$ cat config.mk
export PLATFORM = sky130hd
export DESIGN_NAME = mac_tx_arb
export DESIGN_NICKNAME = d
export VERILOG_FILES = /design/src/rtl/mac_tx_arb.sv
export SDC_FILE = /design/constraint.sdc
export NUM_CORES = 1
export LEC_CHECK = 0
export BUFFER_PORTS_ARGS = -buffer_cell sky130_fd_sc_hd__buf_2
export CELL_PAD_IN_SITES_DETAIL_PLACEMENT = 0
export CELL_PAD_IN_SITES_GLOBAL_PLACEMENT = 2
export CORE_ASPECT_RATIO = 1.25
export CORE_MARGIN = 2
export CORE_UTILIZATION = 28
export CTS_BUF_LIST = sky130_fd_sc_hd__clkbuf_4 sky130_fd_sc_hd__clkbuf_8 sky130_fd_sc_hd__clkbuf_16
export DETAILED_ROUTE_END_ITERATION = 8
export PLACE_DENSITY_LB_ADDON = 0.1
export REMOVE_ABC_BUFFERS = 1
export SKIP_LAST_GASP = 1
export SLEW_MARGIN = 20
export SYNTH_ARGS = -nofsm -noshare
export SYNTH_HDL_FRONTEND = slang
export SYNTH_SLANG_ARGS = --single-unit
$ cat constraint.sdc
create_clock -name usr_clk -period 2.15 [get_ports usr_clk]
set_input_delay 0.215 -clock usr_clk [delete_from_list [all_inputs] [get_ports usr_clk]]
set_output_delay 0.215 -clock usr_clk [all_outputs]
set_load 0.01 [all_outputs]
$ cat src/rtl/mac_tx_arb.sv
`default_nettype none
// ============================================================================
// Module      : mac_tx_arb
// Description : Two-port whole-frame arbiter feeding the MAC raw transmit port,
//               with back-pressure forwarding and stalled-source recovery.
// Revision    : 1.0 - initial release
// ============================================================================
module mac_tx_arb #(
    parameter logic PRIO0      = 1'b0,
    parameter int   GAP_CYCLES = 2,
    parameter int   TIMEOUT    = 4096
) (
    input  logic        usr_clk,
    input  logic        reset,
    input  logic        req0,
    input  logic        req1,
    output logic        gnt0,
    output logic        gnt1,
    input  logic [31:0] data0,
    input  logic [31:0] data1,
    input  logic        sof0,
    input  logic        sof1,
    input  logic        eof0,
    input  logic        eof1,
    input  logic        we0,
    input  logic        we1,
    output logic        stop0,
    output logic        stop1,
    output logic [31:0] tx_raw_data,
    output logic        tx_raw_sof,
    output logic        tx_raw_we,
    input  logic        tx_raw_stop,
    output logic [1:0]  owner,
    output logic        timeout_err,
    output logic        proto_err
);

    localparam logic [15:0] c_TO_LAST  = 16'(TIMEOUT - 1);
    localparam logic [3:0]  c_GAP_LAST = 4'(GAP_CYCLES - 1);

    typedef enum logic [1:0] {
        S_IDLE   = 2'd0,
        S_GRANT0 = 2'd1,
        S_GRANT1 = 2'd2,
        S_GAP    = 2'd3
    } state_t;

    state_t      r_state;
    state_t      w_next;
    logic        r_pref1;
    logic        r_sof_seen;
    logic        r_dropping;
    logic [15:0] r_tcnt;
    logic [3:0]  r_gcnt;
    logic [31:0] r_tx_data;
    logic        r_tx_sof;
    logic        r_tx_we;
    logic        r_timeout_err;
    logic        r_proto_err;

    logic        w_grant;
    logic        w_own1;
    logic        w_we;
    logic        w_sof;
    logic        w_eof;
    logic [31:0] w_data;
    logic        w_fwd;
    logic        w_drop;
    logic        w_idle_inc;
    logic        w_tmo;
    logic        w_end;

    assign w_grant    = (r_state == S_GRANT0) || (r_state == S_GRANT1);
    assign w_own1     = (r_state == S_GRANT1);
    assign w_we       = w_grant & (w_own1 ? we1 : we0);
    assign w_sof      = w_own1 ? sof1 : sof0;
    assign w_eof      = w_own1 ? eof1 : eof0;
    assign w_data     = w_own1 ? data1 : data0;
    // A grant may only start forwarding on a sof word; anything before it is discarded.
    assign w_fwd      = w_we & (r_sof_seen | w_sof);
    assign w_drop     = w_we & ~w_fwd;
    assign w_idle_inc = w_grant & ~w_we & ~tx_raw_stop;
    assign w_tmo      = w_idle_inc & (r_tcnt == c_TO_LAST);
    assign w_end      = (w_fwd & w_eof) | w_tmo;

    always_comb begin
        w_next = r_state;
        case (r_state)
            S_IDLE: begin
                if (req0 && req1) begin
                    w_next = (PRIO0 || !r_pref1) ? S_GRANT0 : S_GRANT1;
                end else if (req0) begin
                    w_next = S_GRANT0;
                end else if (req1) begin
                    w_next = S_GRANT1;
                end
            end
            S_GRANT0, S_GRANT1: begin
                if (w_end) begin
                    w_next = S_GAP;
                end
            end
            S_GAP: begin
                if (r_gcnt == c_GAP_LAST) begin
                    w_next = S_IDLE;
                end
            end
            default: w_next = S_IDLE;
        endcase
    end

    always_ff @(posedge usr_clk) begin
        if (reset) begin
            r_state       <= S_IDLE;
            r_pref1       <= 1'b0;
            r_sof_seen    <= 1'b0;
            r_dropping    <= 1'b0;
            r_tcnt        <= 16'd0;
            r_gcnt        <= 4'd0;
            r_tx_data     <= 32'd0;
            r_tx_sof      <= 1'b0;
            r_tx_we       <= 1'b0;
            r_timeout_err <= 1'b0;
            r_proto_err   <= 1'b0;
        end else begin
            r_state       <= w_next;
            r_tx_we       <= w_fwd;
            r_tx_sof      <= w_fwd & w_sof;
            r_timeout_err <= w_tmo;
            r_proto_err   <= w_drop & ~r_dropping;
            if (w_fwd) begin
                r_tx_data <= w_data;
            end
            if (w_grant && w_end) begin
                r_pref1 <= ~w_own1;
            end
            if (!w_grant) begin
                r_sof_seen <= 1'b0;
                r_dropping <= 1'b0;
                r_tcnt     <= 16'd0;
            end else begin
                if (w_fwd) begin
                    r_sof_seen <= 1'b1;
                end
                if (w_drop) begin
                    r_dropping <= 1'b1;
                end
                if (w_we) begin
                    r_tcnt <= 16'd0;
                end else if (w_idle_inc) begin
                    r_tcnt <= r_tcnt + 16'd1;
                end
            end
            if (r_state != S_GAP) begin
                r_gcnt <= 4'd0;
            end else begin
                r_gcnt <= r_gcnt + 4'd1;
            end
        end
    end

    assign gnt0        = (r_state == S_GRANT0);
    assign gnt1        = (r_state == S_GRANT1);
    assign owner       = {gnt1, gnt0};
    assign stop0       = gnt0 ? tx_raw_stop : 1'b1;
    assign stop1       = gnt1 ? tx_raw_stop : 1'b1;
    assign tx_raw_data = r_tx_data;
    assign tx_raw_sof  = r_tx_sof;
    assign tx_raw_we   = r_tx_we;
    assign timeout_err = r_timeout_err;
    assign proto_err   = r_proto_err;

endmodule
`default_nettype wire

# Word level (Yosys, flattened, before mapping)
# Index checks and enable logic that the tools add are counted.
dict set report op_classes {
  n_reduce_logical 9
  add_sub_neg 2
  n_bitwise 17
  muxes 13
  eq_ne 9
}
# op n
set ops {}
lappend ops {{$mux W32} 1}
lappend ops {{$add A16 B1 Y16 const B} 1}
lappend ops {{$eq A16 B12 Y1 const B} 1}
lappend ops {{$mux W2} 6}
lappend ops {{$and A1 B1 Y1} 9}
lappend ops {{$ne A2 B2 Y1 const B} 3}
lappend ops {{$not A1 Y1} 6}
lappend ops {{$pmux W2 S3} 1}
lappend ops {{$reduce_or A2 Y1} 3}
lappend ops {{$mux W1} 5}
lappend ops {{$add A4 B1 Y4 const B} 1}
lappend ops {{$eq A2 B2 Y1 const B} 2}
lappend ops {{$eq A4 B1 Y1 const B} 1}
lappend ops {{$ne A4 B4 Y1 const B} 1}
lappend ops {{$reduce_and A3 Y1} 1}
lappend ops {{$reduce_or A3 Y1} 1}
lappend ops {{$eq A2 B1 Y1 const B} 1}
lappend ops {{$logic_and A1 B1 Y1} 2}
lappend ops {{$logic_not A2 Y1} 1}
lappend ops {{$or A1 B1 Y1} 2}
lappend ops {{$logic_or A1 B1 Y1} 1}
dict set report totals {
  reg_bits 61
  input_bits 75
}

# Longest topological paths before layout
# Gate-level depths: netlist of the first run.
dict set report depth {
  ltp_word 10
  ltp_mapped 9
  depth_no_buf 7
}

# Least setup slack after synthesis of the first run
# No wires, ideal clock.
dict set report synth_timing {
  path_type {register -> register}
  from {register r_state[0]}
  to {register r_state[0]}
  path_buffers 1
  setup_time_ps 121
  path_stages_with_launch 9
  arrival_time_ps 1848
  required_time_ps 2029
  slack_ps 181
  period_less_slack_ps 1969
  cell_sequence {dfxtp_1 -> inv_1 -> ha_1 -> buf_6 -> mux2_4 -> nor2_8 -> o31ai_2 -> o21ai_2 -> mux2_4}
}
dict set report synth_between {
  elab_chain_cells 10
  word_cells_on_any_way 23
  classes_between {6 x eq/ne; 4 x mux; 9 x bitwise; 4 x reduce/logical}
}
# item line
set synth_rtl {}
lappend synth_rtl {{from (decl)} 48} ;# state_t r_state;
lappend synth_rtl {{from (signal assigned)} 126} ;# r_state <= w_next;
lappend synth_rtl {{$eq A2 B2 Y1 *} --}
lappend synth_rtl {{named net gnt1} 18} ;# output logic gnt1,
lappend synth_rtl {{$mux W1 / $logic_or A1 B1 Y1 (equally long branches)} {75, 73}}
lappend synth_rtl {{$and A1 B1 Y1} 75} ;# assign w_we = w_grant & (w_own1 ? we1 : we0);
lappend synth_rtl {{$not A1 Y1} 82} ;# assign w_idle_inc = w_grant & ~w_we & ~tx_raw_stop;
lappend synth_rtl {{$and A1 B1 Y1 (2 in series)} 82}
lappend synth_rtl {{$and A1 B1 Y1} 83} ;# assign w_tmo = w_idle_inc & (r_tcnt == c_TO_LAST);
lappend synth_rtl {{$or A1 B1 Y1} 84} ;# assign w_end = (w_fwd & w_eof) | w_tmo;
lappend synth_rtl {{$ne A2 B2 Y1 (no source line)} --}
lappend synth_rtl {{$reduce_and A3 Y1 (no source line)} --}
# The timed path passes the listed nets; every way through them passes the cells marked *.
# A chain may end at the register's enable or synchronous reset.

# Final worst setup path of the first run
dict set report layout_timing {
  from {register r_state[0]}
  to {register r_state[0]}
}
dict set report layout_between {
  elab_chain_cells 10
  word_cells_on_any_way 23
  classes_between {6 x eq/ne; 4 x mux; 9 x bitwise; 4 x reduce/logical}
}
# item line
set layout_rtl {}
lappend layout_rtl {{$eq A2 B2 Y1 / $eq A2 B1 Y1 (equally long branches)} {73, 74, 88}}
lappend layout_rtl {{$mux W1 / $logic_or A1 B1 Y1 (equally long branches)} {75, 73}}
lappend layout_rtl {{$and A1 B1 Y1} 75}
lappend layout_rtl {{$not A1 Y1} 82}
lappend layout_rtl {{$and A1 B1 Y1 (2 in series)} 82}
lappend layout_rtl {{$and A1 B1 Y1} 83}
lappend layout_rtl {{$or A1 B1 Y1} 84}
lappend layout_rtl {{$ne A2 B2 Y1 (no source line)} --}
lappend layout_rtl {{$reduce_and A3 Y1 (no source line)} --}
# Several ways; a longest one is shown, not always the timed one.

==> flow_metrics.env, run 1 <==
export IMPL_gr_usage_all_layers_pct=13.7
export IMPL_syn_cell_area_um2=2900
export IMPL_maxCapViolations=0
export IMPL_worst_slew_pin_slew_ns=0.521
export IMPL_synth_area_top_cells="dfxtp_1, mux2i_1, nor2_1"
export IMPL_antenna_found_initial=0
export IMPL_grt_overflow_total=0
export IMPL_irDropWorstVdd_mv=0.398
export IMPL_critPathLaunchType="flop"
export IMPL_drive_gt1_share_pct=38.2
export IMPL_clock_fmax_mhz=487
export IMPL_grt_pass1_wl_mm=11.9
export IMPL_n_antenna_cell=0
export IMPL_clk_pin_slew_ns=0.05
export IMPL_post_place_ws_ns=0.0145
export IMPL_synthToLayoutAreaGrowth_pct=35.8
export IMPL_cts_sinks=61
export IMPL_setup_violations=0
export IMPL_skew_ns=0.00333
export IMPL_synth_top_area_share_pct=42.2
export IMPL_power_leakage_nw=1.66
export IMPL_finalNetCount=497
export IMPL_grt_max_degree=65
export IMPL_worstPathMaxFanout=5
export IMPL_synth_edf_count=0
export IMPL_routed_wl_mm=7.68
export IMPL_avgSynthCellArea_um2=9.72
export IMPL_yosysTopAreaCell="dfxtp_1"
export IMPL_power_density_nw_per_um2=1190
export IMPL_yosys_most_used_dff="dfxtp_1"
export IMPL_finalHoldViolCount=0
export IMPL_period_share_pct=95.5
export IMPL_die_x_um=95.0
export IMPL_num_rows=41
export IMPL_coreArea_um2=10100
export IMPL_async_reset_ff_share_pct=0
export IMPL_cts_buffer_depth=2
export IMPL_grt_pass1_vias=2477
export IMPL_start_util_pct=28.6
export IMPL_hold_class="in2reg"
export IMPL_layout_setup_ws_ns=0.0973
export IMPL_io_pins=117
export IMPL_drv_slew=0
export IMPL_path_class="reg2reg"
export IMPL_relSlewSlack_pct=65.2
export IMPL_utilization_pct=38.9
export IMPL_firstDrtPassIters=4
export IMPL_fin_crit_ns=2.05
export IMPL_required_ns=2.36
export IMPL_cts_buffers=9
export IMPL_die_area_um2=11200
export IMPL_clk_latency_ns=0.32
export IMPL_drcViolationCount=0
export IMPL_dpl_hpwl_mm=5.27
export IMPL_ys_seq_area_share_pct=42.2
export IMPL_vias_per_cell=4.59
export IMPL_port_buffers=116
export IMPL_arrival_ns=2.26
export IMPL_cp_buffers_inverters=1
export IMPL_cp_common_cell="mux2_4"
export IMPL_cts_root_buf="clkbuf_16"
export IMPL_drt_first_iter_violations=54
export IMPL_synthTopCellsByCount="dfxtp_1, nor2_1, mux2i_1"
export IMPL_cp_cell_sequence="inv_1 -> ha_2 -> mux2_4 -> nor2_8 -> o31ai_2 -> o21ai_2 -> mux2_4"
export IMPL_cts_tree="built"
export IMPL_path_delay_family="multiplexers"
export IMPL_wire_per_inst_um=14.0
export IMPL_critical_path_max_stage_delay_ns=0.36
export IMPL_rsz0062_at_grt="true"
export IMPL_cts_htree_levels=3
export IMPL_ant_nets=0
export IMPL_cp_slowest_cell="mux2_4"
export IMPL_ys_types=38
export IMPL_status="finished clean"
export IMPL_synth_cells=298
export IMPL_crit_path_end_kind="flop"
export IMPL_place_congestion=0.666
export IMPL_yosysWarnings=0
export IMPL_vias=2518
export IMPL_ys_ff_latch=61
export IMPL_die_h_um=118
-- metal layers --
layer | vias up | share of wire [%] | GRT usage [%]
li1 | 1284 | - | -
met1 | 1138 | 43 | 16.3
met2 | 87 | 48 | 21.4
met3 | 9 | 8.4 | 5.76
met4 | 0 | 1.5 | 5.43
met5 | - | 0 | 0
-- worst min-delay path: cells and delay by family --
family	cells	cell delay [ns]
AOI/OAI and AO/OA	1	0.09
buffers and inverters	1	0.11
and+or+nand+nor	1	0.07
-- per-stage QoR --
step           total power, mW  cell area [µm²]  hold WS, ns  TNS [ns]  instances
2_1_floorplan             2.54             2780        0.280    -58.48        278
3_5_place_dp              3.07             3560        0.427         0        529
5_1_grt                   4.98             3930        0.216   -0.0352        548
4_1_cts                   4.68             3890        0.190  -0.00929        545
6_report                  4.68             3930        0.202         0        548
3_3_place_gp              3.06             3560        0.420         0        529
-- path summary, 6_finish.rpt --
kind,startpoint,endpoint,slack (ns),cells after the start
max,r_state[0],r_state[0],0.1,7
min,sof0,r_sof_seen,0.20,3
max reg2reg,r_state[0],r_state[0],0.1,7
min reg2reg,r_dropping,proto_err,0.43,1
-- power breakdown --
part	switching, mW	leakage [nW]	internal (mW)	total [mW]
Sequential	0.107	0.495	1.33	1.44
Combinational	0.953	0.996	0.710	1.66
Clock	0.489	0.166	1.09	1.57
-- final cells by class --
cell class                      instances  area (µm²)
Sequential cell                        61        1220
Tap cell                              129         161
Multi-Input combinational cell        214        1570
Clock buffer                           12         260
Clock inverter                          4        70.1
Fill cell                            1049        6170
Inverter                                6        22.5
Timing Repair Buffer                  122         626
-- cell usage in the layout, fill, tap and decap left out, drive strengths merged --
cell    Yosys  layout
and3        4       4
and4        4       4
nor4        2       2
o21ai       1       1
nand3       9       9
o31ai       1       1
a211oi     32      32
inv         6       6
dfxtp      61      61
mux2i      37      37
nand2b      3       3
a22oi       1       1
xor2       14      14
buf        15     122
ha          8       8
o211ai      2       2
nand4       5       5
clkinv      0       2
nand2      10      10
xnor2       3       3
nor3        1       1
o22ai       1       1
o32a        1       1
mux2        3       3
a21oi       1       1
nor2       64      67
and2        1       1
a311oi      1       1
and3b       1       1
bufinv      0       2
nor2b       1       1
clkbuf      5      12
-- flip-flops by register name (all words and copies together) (netlist names) --
signal / count
proto_err: 1
r_pref1: 1
tx_raw_we: 1
r_sof_seen: 1
r_state: 2
r_gcnt: 4
tx_raw_sof: 1
timeout_err: 1
tx_raw_data: 32
r_dropping: 1
r_tcnt: 16
-- logic make-up (layout without fill, tap and decap cells) --
family                     count (synthesis)  in the layout  share of synthesized area [%]
DFF                                       61             61                           42.2
xor gates and xnor gates                  17             17                           5.14
muxes                                     40             40                           14.7
AOI/OAI and AO/OA                         41             41                           12.1
adders and majority gates                  8              8                           3.46
and+or+nand+nor                          105            108                           17.6
buffers and inverters                     26            144                           4.93
-- timing repair --
item	4_1_cts	5_1_grt
hold buffers	0	0
gates resized for setup	0	2
pin swaps	0	3
gates cloned	0	3
buffers inserted	0	0
endpoints found under the setup margin	1	39
Power figures use the tool's default switching activity.
==> inputs of run 2 (changes only) <==
--- a/config.mk
+++ b/config.mk
@@ -10,7 +10,7 @@
 export CELL_PAD_IN_SITES_GLOBAL_PLACEMENT = 2
 export CORE_ASPECT_RATIO = 1.25
 export CORE_MARGIN = 2
-export CORE_UTILIZATION = 28
+export CORE_UTILIZATION = 30
 export CTS_BUF_LIST = sky130_fd_sc_hd__clkbuf_4 sky130_fd_sc_hd__clkbuf_8 sky130_fd_sc_hd__clkbuf_16
 export DETAILED_ROUTE_END_ITERATION = 8
 export PLACE_DENSITY_LB_ADDON = 0.1
==> constraint.sdc (replaced) <==
create_clock -name usr_clk -period 2.4 [get_ports usr_clk]
set_input_delay 0.24 -clock usr_clk [delete_from_list [all_inputs] [get_ports usr_clk]]
set_output_delay 0.24 -clock usr_clk [all_outputs]
set_load 0.01 [all_outputs]
==> flow_metrics.env, run 2 (synthesis gave the netlist of run 1 again) <==
export IMPL_r2r_start="r_state[1]"
export IMPL_dpl_hpwl_mm=5.22
export IMPL_critPathLaunchType="flop"
export IMPL_antenna_found_initial=0
export IMPL_cts_root_buf="clkbuf_16"
export IMPL_postCtsResizedCells=0
export IMPL_finalHoldViolCount=0
export IMPL_drcViolationCount=0
export IMPL_final_cell_area_um2=3870
export IMPL_routed_wl_mm=6.96
export IMPL_setup_violations=0
export IMPL_r2r_setup_slack_ns=0.34
export IMPL_hold_ws_ns=0.219
export IMPL_r2r_end="r_state[0]"
export IMPL_power_switching_mw=1.32
export IMPL_min_delay_start="sof0"
export IMPL_vias=2437
export IMPL_area_sequential_um2=1220
export IMPL_die_x_um=91.9
export IMPL_power_density_nw_per_um2=1020
export IMPL_path_class="reg2reg"
export IMPL_cts_buffer_depth=2
export IMPL_reg2reg_depth=7
export IMPL_power_leakage_nw=1.64
export IMPL_start_util_pct=30.4
export IMPL_mostFrequentLayoutCells="buf_2, nor2_1, dfxtp_1"
export IMPL_maxCapViolations=0
export IMPL_grt_max_degree=38
export IMPL_drt_first_iter_violations=59
export IMPL_die_h_um=114
export IMPL_place_area_um2=3580
export IMPL_fin_crit_ns=2.06
export IMPL_grt_pass1_vias=2445
export IMPL_clk_latency_ns=0.33
export IMPL_drv_slew=0
export IMPL_largest_register_ffs=32
export IMPL_clk_pin_slew_ns=0.06
export IMPL_cts_htree_levels=3
export IMPL_cts_sinks=61
export IMPL_drive_gt1_share_pct=37.5
export IMPL_clock_fmax_mhz=486
export IMPL_die_area_um2=10500
export IMPL_worst_slew_pin_slew_ns=0.480
export IMPL_vias_per_cell=4.50
export IMPL_cts_buffers=9
export IMPL_ant_nets=0
export IMPL_wire_per_inst_um=12.8
export IMPL_place_congestion=0.757
export IMPL_required_ns=2.61
export IMPL_grt_pass1_wl_mm=11.7
export IMPL_post_cts_buffers=0
export IMPL_irDropWorstVdd_mv=0.346
export IMPL_worstPathMaxFanout=9
export IMPL_pwr_share_clk_pct=31.4
export IMPL_p_seq_share_pct=32.6
export IMPL_synthToLayoutAreaGrowth_pct=33.5
export IMPL_crit_path_end_kind="flop"
export IMPL_relSlewSlack_pct=68.0
export IMPL_cts_tree="built"
export IMPL_multi_input_area_um2=1530
export IMPL_firstDrtPassIters=4
export IMPL_hold_class="in2reg"
export IMPL_intPower_mw=2.63
export IMPL_cts_hold_buf=0
export IMPL_grt_overflow_total=0
export IMPL_num_rows=40
export IMPL_arrival_ns=2.27
export IMPL_coreArea_um2=9510
export IMPL_status="finished clean"
export IMPL_hold_depth=3
export IMPL_rsz0062_at_grt="false"
export IMPL_combPwrFrac_pct=36.1
export IMPL_io_pins=117
export IMPL_port_buffers=116
export IMPL_p_sw_share_pct=33.5
export IMPL_n_antenna_cell=0
export IMPL_min_to="r_sof_seen"
export IMPL_final_common_cell="buf_2"
export IMPL_fillers=995
export IMPL_skew_ns=0.00765
export IMPL_finalNetCount=495
export IMPL_period_share_pct=85.8
export IMPL_gr_usage_all_layers_pct=14.4
==> run 2: cell count changes in the layout (fill, tap and decap cells not counted) <==
| cell | delta |
|---|---|
| bufinv_16 | -1 |
| clkinv_2 | +1 |
| ha_1 | +1 |
| buf_12 | +1 |
| clkbuf_8 | -2 |
| clkinvlp_4 | +1 |
| nor2_4 | -3 |
| ha_2 | -1 |
==> run 2: per-layer routing <==
layer	track usage [%]	vias up	wire [µm]	share of wire, %
li1	-	1272	-	-
met1	17.3	1071	3110	45
met2	22.7	80	3210	46
met3	4.62	14	467	6.7
met4	7.86	0	167	2.4
met5	0	-	0	0
==> run 2: layout make-up <==
class,count,share of cell area [%]
Timing Repair Buffer,123,16.7
Clock inverter,5,1.36
Tap cell,126,4.08
Multi-Input combinational cell,211,39.7
Inverter,6,0.583
Sequential cell,61,31.6
Clock buffer,10,6.02
==> run 2: critical path, cell delays in order, from the launching register on <==
cell and delay [ns]:
dfxtp_1 0.37, inv_1 0.10, ha_1 0.46, and3b_1 0.24
nand4_1 0.22, nor2_2 0.16, o21ai_2 0.09, mux2_4 0.30
==> run 2: worst max-delay path by stage <==
stage                       to  slack [ns]        from
2_1_floorplan  tx_raw_data[24]       -0.92  r_state[0]
3_3_place_gp        r_state[0]        0.41  r_state[1]
3_5_place_dp        r_state[0]        0.34  r_state[1]
4_1_cts             r_state[0]        0.33  r_state[1]
5_1_grt             r_tcnt[15]        0.18  r_state[0]
6_report            r_state[0]        0.34  r_state[1]
==> run 2: power groups by stage <==
stage | Clock (mW) | Combinational, mW | Sequential (mW)
floorplan | 0 | 0.895 | 1.38
global placement | 0 | 1.45 | 1.30
detailed placement | 0 | 1.45 | 1.30
CTS | 1.27 | 1.46 | 1.29
global route | 1.32 | 1.59 | 1.31
finish | 1.24 | 1.42 | 1.29
==> run 2: stage by stage <==
stage                     utilization [%]  instances  setup slack (ns)  setup TNS [ns]  power [mW]
after floorplan                         -        278            -0.924          -44.00        2.27
after global placement               37.7        527             0.412               0        2.75
after detailed placement             37.7        527             0.341               0        2.76
after CTS                            40.7        542             0.329               0        4.02
after global routing                 40.7        542             0.183               0        4.23
final                                40.7        542             0.342               0        3.95
